File: config.mk
export PLATFORM = sky130hd
export DESIGN_NAME = local_bht_predictor_flat
export DESIGN_NICKNAME = d
export VERILOG_FILES = /design/src/rtl/rv32i_types.sv /design/src/rtl/local_bht_predictor_if.sv /design/src/rtl/local_bht_predictor_sat_counter.sv /design/src/rtl/local_bht_predictor.sv /design/src/flat_wrapper.sv
export SDC_FILE = /design/constraint.sdc
export NUM_CORES = 1
export LEC_CHECK = 0
export CORE_UTILIZATION = 50
export DETAILED_ROUTE_END_ITERATION = 10
export GPL_TIMING_DRIVEN = 0
export MAX_ROUTING_LAYER = met4
export PLACE_DENSITY_LB_ADDON = 0.1
export RECOVER_POWER = 25
export SLEW_MARGIN = 40
export SYNTH_ARGS = -nofsm -noshare
export SYNTH_HDL_FRONTEND = slang
export SYNTH_SLANG_ARGS = --single-unit
File: constraint.sdc
create_clock -name clk -period 9 [get_ports clk]
set_input_delay 1.8 -clock clk [delete_from_list [all_inputs] [get_ports clk]]
set_output_delay 1.8 -clock clk [all_outputs]
set_load 0.03 [all_outputs]
File: src/rtl/rv32i_types.sv
// Shared RV32I core types used across the fetch and decode stages.
package rv32i_types;

    typedef enum logic {
        no_take = 1'b0,
        take    = 1'b1
    } prediction_choice;

endpackage

File: src/rtl/local_bht_predictor_if.sv
// Lookup and training bus between the fetch stage and the branch history table.
interface local_bht_predictor_if
    import rv32i_types::*;
#(
    parameter int ENTRIES = 4,
    parameter int PC_W    = 32
);
    logic [PC_W-1:0]            lookup_pc;
    prediction_choice           prediction;
    logic                       pred_hit;
    logic                       upd_valid;
    logic [PC_W-1:0]            upd_pc;
    logic                       upd_taken;
    logic                       invalidate;
    logic [$clog2(ENTRIES):0]   occupancy;

    modport master (
        output lookup_pc, upd_valid, upd_pc, upd_taken, invalidate,
        input  prediction, pred_hit, occupancy
    );

    modport slave (
        input  lookup_pc, upd_valid, upd_pc, upd_taken, invalidate,
        output prediction, pred_hit, occupancy
    );
endinterface

File: src/rtl/local_bht_predictor_sat_counter.sv
// Per-entry saturating up/down counter; resets to weakly-not-taken.
module sat_counter #(
    parameter int CTR_W = 2
) (
    input  logic             clk,
    input  logic             reset,
    input  logic             init,
    input  logic [CTR_W-1:0] init_val,
    input  logic             inc_en,
    input  logic             dir,
    output logic [CTR_W-1:0] ctr
);
    localparam logic [CTR_W-1:0] WNT     = CTR_W'((2 ** (CTR_W - 1)) - 1);
    localparam logic [CTR_W-1:0] CTR_MAX = '1;

    // Load on allocation, otherwise step towards the resolved direction without wrapping.
    always_ff @(posedge clk) begin
        if (reset) begin
            ctr <= WNT;
        end else if (init) begin
            ctr <= init_val;
        end else if (inc_en) begin
            if (dir && ctr != CTR_MAX) begin
                ctr <= ctr + CTR_W'(1);
            end else if (!dir && ctr != '0) begin
                ctr <= ctr - CTR_W'(1);
            end
        end
    end
endmodule

File: src/rtl/local_bht_predictor.sv
// Fully associative local branch history table: combinational lookup,
// single-port training with lowest-free-first then round-robin allocation.
module local_bht_predictor
    import rv32i_types::*;
#(
    parameter int ENTRIES = 4,
    parameter int CTR_W   = 2,
    parameter int PC_W    = 32
) (
    input  logic                  clk,
    input  logic                  reset,
    local_bht_predictor_if.slave  bus
);
    localparam int IDX_W = $clog2(ENTRIES);
    localparam int OCC_W = IDX_W + 1;
    localparam logic [CTR_W-1:0] WNT = CTR_W'((2 ** (CTR_W - 1)) - 1);
    localparam logic [CTR_W-1:0] WT  = CTR_W'(2 ** (CTR_W - 1));

    logic [ENTRIES-1:0] valid_q;
    logic [ENTRIES-1:0] valid_d;
    logic [PC_W-1:0]    tag_q [ENTRIES];
    logic [CTR_W-1:0]   ctr   [ENTRIES];
    logic [IDX_W-1:0]   rr_ptr_q;
    logic [OCC_W-1:0]   occupancy_q;

    logic               lk_hit;
    logic [IDX_W-1:0]   lk_idx;
    logic               up_hit;
    logic [IDX_W-1:0]   up_idx;
    logic               any_free;
    logic [IDX_W-1:0]   free_idx;
    logic [IDX_W-1:0]   target_idx;
    logic               do_upd;
    logic               alloc_en;
    logic               train_en;

    function automatic logic [OCC_W-1:0] count_valid(input logic [ENTRIES-1:0] v);
        logic [OCC_W-1:0] n;
        n = '0;
        for (int i = 0; i < ENTRIES; i++) begin
            n = n + OCC_W'(v[i]);
        end
        return n;
    endfunction

    // Lookup match; scanning downwards leaves the lowest matching index.
    always_comb begin
        lk_hit = 1'b0;
        lk_idx = '0;
        for (int i = ENTRIES - 1; i >= 0; i--) begin
            if (valid_q[i] && tag_q[i] == bus.lookup_pc) begin
                lk_hit = 1'b1;
                lk_idx = IDX_W'(i);
            end
        end
    end

    assign bus.pred_hit   = lk_hit;
    assign bus.prediction = (lk_hit && ctr[lk_idx][CTR_W-1]) ? take : no_take;
    assign bus.occupancy  = occupancy_q;

    // Training match and lowest-index free slot search.
    always_comb begin
        up_hit   = 1'b0;
        up_idx   = '0;
        any_free = 1'b0;
        free_idx = '0;
        for (int i = ENTRIES - 1; i >= 0; i--) begin
            if (valid_q[i] && tag_q[i] == bus.upd_pc) begin
                up_hit = 1'b1;
                up_idx = IDX_W'(i);
            end
            if (!valid_q[i]) begin
                any_free = 1'b1;
                free_idx = IDX_W'(i);
            end
        end
    end

    // Invalidate swallows any concurrent update.
    always_comb begin
        do_upd     = bus.upd_valid && !bus.invalidate;
        alloc_en   = do_upd && !up_hit;
        train_en   = do_upd && up_hit;
        target_idx = any_free ? free_idx : rr_ptr_q;
        valid_d    = valid_q;
        if (alloc_en) begin
            valid_d[target_idx] = 1'b1;
        end
    end

    // Valid bits, replacement pointer and occupancy; pointer only moves when a live entry is evicted.
    always_ff @(posedge clk) begin
        if (reset || bus.invalidate) begin
            valid_q     <= '0;
            rr_ptr_q    <= '0;
            occupancy_q <= '0;
        end else begin
            valid_q     <= valid_d;
            occupancy_q <= count_valid(valid_d);
            if (alloc_en && !any_free) begin
                rr_ptr_q <= rr_ptr_q + IDX_W'(1);
            end
        end
    end

    // Tags are only meaningful under a valid bit, so they need no reset.
    always_ff @(posedge clk) begin
        if (!reset && alloc_en) begin
            tag_q[target_idx] <= bus.upd_pc;
        end
    end

    for (genvar g = 0; g < ENTRIES; g++) begin : g_ctr
        sat_counter #(.CTR_W(CTR_W)) u_ctr (
            .clk      (clk),
            .reset    (reset),
            .init     (alloc_en && target_idx == IDX_W'(g)),
            .init_val (bus.upd_taken ? WT : WNT),
            .inc_en   (train_en && up_idx == IDX_W'(g)),
            .dir      (bus.upd_taken),
            .ctr      (ctr[g])
        );
    end
endmodule

File: src/flat_wrapper.sv
// flat-port wrapper written by rule: the top's interface ports become plain ports
module local_bht_predictor_flat import rv32i_types::*;
#(
    parameter int ENTRIES = 4,
    parameter int CTR_W   = 2,
    parameter int PC_W    = 32
)
  (clk, reset, bus_lookup_pc, bus_upd_valid, bus_upd_pc, bus_upd_taken, bus_invalidate, bus_prediction, bus_pred_hit, bus_occupancy);
  local_bht_predictor_if #(.ENTRIES(ENTRIES), .PC_W(PC_W)) bus_i ();
  input  logic clk;
  input  logic reset;
  input wire logic [$bits(bus_i.lookup_pc)-1:0] bus_lookup_pc;
  input wire logic [$bits(bus_i.upd_valid)-1:0] bus_upd_valid;
  input wire logic [$bits(bus_i.upd_pc)-1:0] bus_upd_pc;
  input wire logic [$bits(bus_i.upd_taken)-1:0] bus_upd_taken;
  input wire logic [$bits(bus_i.invalidate)-1:0] bus_invalidate;
  output wire logic [$bits(bus_i.prediction)-1:0] bus_prediction;
  output wire logic [$bits(bus_i.pred_hit)-1:0] bus_pred_hit;
  output wire logic [$bits(bus_i.occupancy)-1:0] bus_occupancy;
  assign bus_i.lookup_pc = bus_lookup_pc;
  assign bus_i.upd_valid = bus_upd_valid;
  assign bus_i.upd_pc = bus_upd_pc;
  assign bus_i.upd_taken = bus_upd_taken;
  assign bus_i.invalidate = bus_invalidate;
  assign bus_prediction = bus_i.prediction;
  assign bus_pred_hit = bus_i.pred_hit;
  assign bus_occupancy = bus_i.occupancy;
  local_bht_predictor #(.ENTRIES(ENTRIES), .CTR_W(CTR_W), .PC_W(PC_W)) u_core (.clk(clk), .reset(reset), .bus(bus_i));
endmodule
# --- After elaboration in Yosys (flattened, before gate mapping) ---
# Memories as Yosys holds them, arrays and structs flattened.
# Index checks and enable logic that the tools add are counted.
totals:
  reg_bits: 17
  ramBits: 128
  inputBits: 69
  out_inout_bits: 5
  wordCells: 149
  n_memories: 1
op_classes:
  add_sub_neg: 12
  n_lt_le_gt_ge: 3
  eq_ne: 18
  mux: 51
  n_bitwise: 2
  n_reduce_logical: 55
mem_list:
  columns: ["memory", "words", "word_bits", "read_ports", "rd_ports_with_merged_regs", "write_ports", "line_no", "rtl"]
  rows:
  - ["u_core.tag_q", 4, 32, 4, 0, 1, "local_bht_predictor.sv:21", "logic [PC_W-1:0] tag_q [ENTRIES];"]
op_table:
  columns: ["operator", "n"]
  rows:
  - ["== test 32 bit", 8]
  - ["two-way mux 2 bit", 32]
  - ["logical AND 1 bit", 31]
  - ["two-way mux 1 bit", 16]
  - ["nonzero test 2 bit", 8]
  - ["nonzero test 3 bit", 4]
  - ["adder 2 x 1 -> 2 bit (second input constant)", 5]
  - ["== test 2 bit (second input constant)", 4]
  - ["inequality test 2 bit (second input constant)", 4]
  - ["AND reduction 2 bit", 4]
  - ["subtractor 2 x 1 -> 2 bit (second input constant)", 4]
  - ["adder 3 x 1 -> 3 bit", 2]
  - ["logical NOT 1 bit", 5]
  - ["binary-select mux 2 bit (select 2 bit)", 1]
  - ["== test 2 x 1 -> 1 bit (second input constant)", 2]
  - ["logical NOT 2 bit", 2]
  - ["two-way mux 4 bit", 1]
  - ["bitwise OR 4 bit", 1]
  - ["greater-or-equal comparator 3 bit (second input constant)", 1]
  - ["less-than comparator 2 x 3 -> 1 bit (second input constant)", 1]
  - ["NOT 2 -> 3 bit", 1]
  - ["adder 1 x 1 -> 2 bit", 1]
  - ["demux 1 bit (select 2 bit)", 1]
  - ["greater-or-equal comparator 2 x 1 -> 1 bit (second input constant)", 1]
  - ["logical OR 1 bit", 1]

# --- Logic depth before layout (Yosys ltp) ---
logic_depth:
  word_depth: 14
  mapped_depth: 13
  ltp_nobuf: 10

# --- Modules after synthesis ---
# From an unflattened synthesis, not the netlist that was laid out.
hier_totals:
  hier_cells: 635
  hier_area_um2: 7808.7
by_module_without_submodules:
  columns: ["module", "instances", "cells_each", "area_per_inst_um2", "seq_area_each_um2"]
  rows:
  - ["local_bht_predictor", 1, 579, 7338.3, 4023.9]
  - ["sat_counter", 4, 14, 117.6, 40.0]

# --- Least setup slack after synthesis ---
# OpenSTA, ideal clock, no wires.
synth_timing:
  kind: "input port to output port"
  start: "input port bus_lookup_pc[22]"
  end: "output port bus_prediction"
  arrival_ns: 3.622
  t_required_ns: 7.200
  slack_ns: 3.578
  path_stages: 8
  n_path_buf: 1
  path_cell_list: "clkbuf_1 -> xnor2_1 -> nand4_1 -> nor4_1 -> nand4_1 -> or4_1 -> mux2i_1 -> mux2_2"
synth_via:
  elab_chain_len: 12
  elab_cells_between_ends: 22
  cone_classes: "eq/ne (4); mux (12); bitwise (1); reduce/logical (5)"
synth_rtl:
  columns: ["element", "line_no", "rtl"]
  rows:
  - ["start, declared", "flat_wrapper.sv:12", "input wire logic [$bits(bus_i.lookup_pc)-1:0] bus_lookup_pc;"]
  - ["== test 32 bit", "local_bht_predictor.sv:51", "if (valid_q[i] && tag_q[i] == bus.lookup_pc) begin"]
  - ["logical AND 1 bit", "local_bht_predictor.sv:51", null]
  - ["two-way mux 2 bit (4 in a row)", "local_bht_predictor.sv:51", null]
  - ["NOT 2 -> 3 bit (not written as such)", "local_bht_predictor.sv:59", "assign bus.prediction = (lk_hit && ctr[lk_idx][CTR_W-1]) ? take : no_take;"]
  - ["binary-select mux 2 bit (select 2 bit)", "local_bht_predictor.sv:59", null]
  - ["two-way mux 2 bit (not written as such) (2 in a row)", "local_bht_predictor.sv:59", null]
  - ["logical AND 1 bit *", "local_bht_predictor.sv:59", null]
  - ["two-way mux 1 bit *", "local_bht_predictor.sv:59", null]
  - ["end, declared", "flat_wrapper.sv:17", "output wire logic [$bits(bus_i.prediction)-1:0] bus_prediction;"]
# Mark *: on every way between the ends. The rest lies on a longest branch, timed or not. The select of a mux whose other input is x is not followed.

# --- Final worst setup path ---
layout_timing:
  start: "input port bus_lookup_pc[7]"
  end: "output port bus_prediction"
# Same word-level chain as after synthesis.

==> metrics <==
status=completed; Rows=46; clk_lat worst skew=about 0.44 ns; top-count cell post-synth=xnor2_1; Worst Skew=0.01019 ns; maximum fanout along the worst path=4; total number of vias=~6,400; fin worst setup slack=1.898 ns; asr flop ratio synth=0; CTS Root Cell=clkbuf_16; Syn Nets=800; DP HPWL=22,970 µm; r2r setup slk=4.78 ns; area occupied by registers=about 4200 µm²; Synth area leader=edfxtp_1; final std cells w/o fill=1,026; cts bufs inserted=17; Setup Buffers After CTS=0; Worst slew margin=0.4207; CP Cell Sequence=clkdlybuf4s50_1 -> xor2_1 -> nor4_1 -> nand4_1 -> or4_1 -> mux2i_1 -> mux2_2 -> clkdlybuf4s50_1; worst-margin pin slew=0.8616 ns; Worst VDD drop=0.0001348 V; delay-heaviest family, CP=simple AND/OR/NAND/NOR gates; Max Slew Vio Count=0; Most used DFF post-synth=edfxtp_1; Final min period=7.102 ns; clock power share=0.441; Clock Tree Buf Depth=2; Post-Synthesis Mean Instance Area=11.50 µm²; multi-input logic area=approximately 4000 µm²; die width=131.4 µm; Hold WS=0.4827 ns; Arr. time, crit path=5.30 ns; FMAX=140.8 MHz; Die Span Y=131.4 µm; Total Power=1.658 mW; power per cell area=168.6 nW/µm²; routed wire length=28,620 µm; Setup crit end kind=output port; Net Sw Frac=0.2631; DR DRC count=0; final setup fails=0; setup TNS=0 ns; GRT Overall Usage=0.3490; internal power=1.222 mW; Fin. Hold Viols=0; max_cap viols=0; # H-tree levels=4; Crit path largest cell delay=0.72 ns; CTS resizes=0; initial DRC count=804; total gr overflow=0; Setup WS pre-CTS=2.041 ns; NetSw=436.2 µW; Core ar.=16,120 µm²; router iterations before antenna repair=5; CP required=7.20 ns; slowest CP cell=nor4_1; clk slew on worst S/H paths=0.06 ns; Routed Antenna Nets=0; starting density of the core=0.5196; RSZ-0062 raised after global routing=no; top cell type's share of synthesized area=0.4590; leakage power=3.074 nW; Yosys cell types=55; Top cell by count, worst path=clkdlybuf4s50_1; dpl cells=994; Post-Synthesis Cells=728; crit start category=input pin; most instantiated cells after synthesis=xnor2_1 (172), edfxtp_1 (128), xor2_1 (80); Seq/Total Area, Yosys=0.4996; Yosys reg bits=145; Post-Syn Area=about 8400 µm²; Worst Hold Class=flip-flop to flip-flop; I/O Pins=74; vias in the first global route=approximately 6,300; initial antenna violation count=0; Comb pwr share=0.110; number of synthesized flops with an enable pin=128; # nets final=869; largest net degree at the start of global routing=20; Final period util=0.7892; Layout Area Growth over Synthesis=17.42%; die area=17,270 µm²; Syn. warnings=0; power share of the sequential group=0.448; GPL Wtd Cong=a little over 1; Routed wire per std cell=27.89 µm; Crit path buffers/inverters=2; Crit Path Category=input pin to output port; fillers=1,327; # port buffers=45; CTS tree=yes; vias per inst=6.202; ANT cells=0; clk sink count=145; synth top area cells=edfxtp_1 (46%), xnor2_1 (18%), xor2_1 (8.4%); proportion of layout cells with a drive suffix above 1=0.06543; # hold bufs at CTS=0; first-pass GRT wire length=41,590 µm
## sequential cells by signal (all words and copies together) (netlist names)
register / cells
u_core.bus.occupancy: 3
u_core.g_ctr.u_ctr.ctr: 8
u_core.rr_ptr_q: 2
u_core.tag_q: 128
u_core.valid_q: 4
## logic make-up after synthesis
logic type	count (synthesis)	synth area share
compound gates	42	0.03735
xor+xnor	252	0.2636
fa+ha+maj	3	0.005378
buf+inv	51	0.02405
flops	145	0.4996
mux	6	0.007470
simple gates	229	0.1626
## worst min-delay path: cells and delay by family (launching register included)
family	cells	cell delay, ns
simple gates	1	0.05
flops	1	0.32
mux	1	0.06
## cell type report
type                            instances  area share
Buffer                                 39     0.01591
Clock buffer                           17     0.04326
Clock inverter                         15     0.01756
Inverter                               12    0.004581
Multi-Input combinational cell        532      0.4079
Sequential cell                       145      0.4255
Tap cell                              216     0.02748
Timing Repair Buffer                   50     0.05777
## through the flow
stage	util	cell area, µm²
final	0.6102	9833
after global routing	0.6102	9833
after CTS	0.6102	9833
after detailed placement	0.5731	9235
after global placement	0.5644	9095
after floorplan	-	8374
## cells in the final DEF (no fill, tap or decap), types with 3 or more instances in the layout
master           Yosys  routed
a2111oi_0            3       3
a211oi_1             3       3
a21oi_1              3       3
and2_1               7       7
and3_1              11       8
and3_4               1       4
and4_1               3       3
buf_16               0       3
clkbuf_1            35      35
clkbuf_16            0      17
clkdlybuf4s50_1      0      27
clkinv_4             0       4
dfxtp_1             17      17
dlygate4sd3_1        0      18
edfxtp_1           128     128
inv_1               12      12
inv_8                0       4
mux2i_1              4       4
nand2_1             25      25
nand2b_1            13      13
nand3_1             23      23
nand4_1             49      49
nor2_1              10       9
nor3_1              15      15
nor3b_1              3       3
nor4_1              39      39
o2111ai_1            3       3
o21ai_0              5       5
o31ai_1              3       3
or3_1                5       5
or4_1               12      12
or4b_2               5       5
xnor2_1            172     172
xor2_1              80      80
## metal layers
| metal | GRT usage | part of all wire |
|---|---|---|
| met5 | - | 0 |
| met4 | 0.09238 | 0.022 |
| met3 | 0.05980 | 0.075 |
| met2 | 0.5438 | 0.47 |
| met1 | 0.4713 | 0.44 |
## worst paths after layout
check                                                startpoint                                  to  depth (start not counted)
worst min register to register  u_core.rr_ptr_q[1]$_SDFFE_PP0P_     u_core.rr_ptr_q[1]$_SDFFE_PP0P_                          2
worst min-delay path            u_core.rr_ptr_q[1]$_SDFFE_PP0P_     u_core.rr_ptr_q[1]$_SDFFE_PP0P_                          2
worst max-delay path                           bus_lookup_pc[7]                      bus_prediction                          8
worst max register to register    u_core.tag_q[1][28]$_DFFE_PP_  u_core.bus.occupancy[1]$_SDFF_PP0_                         12
## power by group through the flow
| stage | Combinational, mW | Sequential (mW) | Clock [mW] |
|---|---|---|---|
| floorplan | 0.0925 | 0.757 | 0 |
| global placement | 0.177 | 0.758 | 0 |
| detailed placement | 0.180 | 0.758 | 0 |
| CTS | 0.181 | 0.743 | 0.734 |
| global route | 0.191 | 0.744 | 0.756 |
| finish | 0.183 | 0.743 | 0.732 |
(Power assumes the default switching activity.)
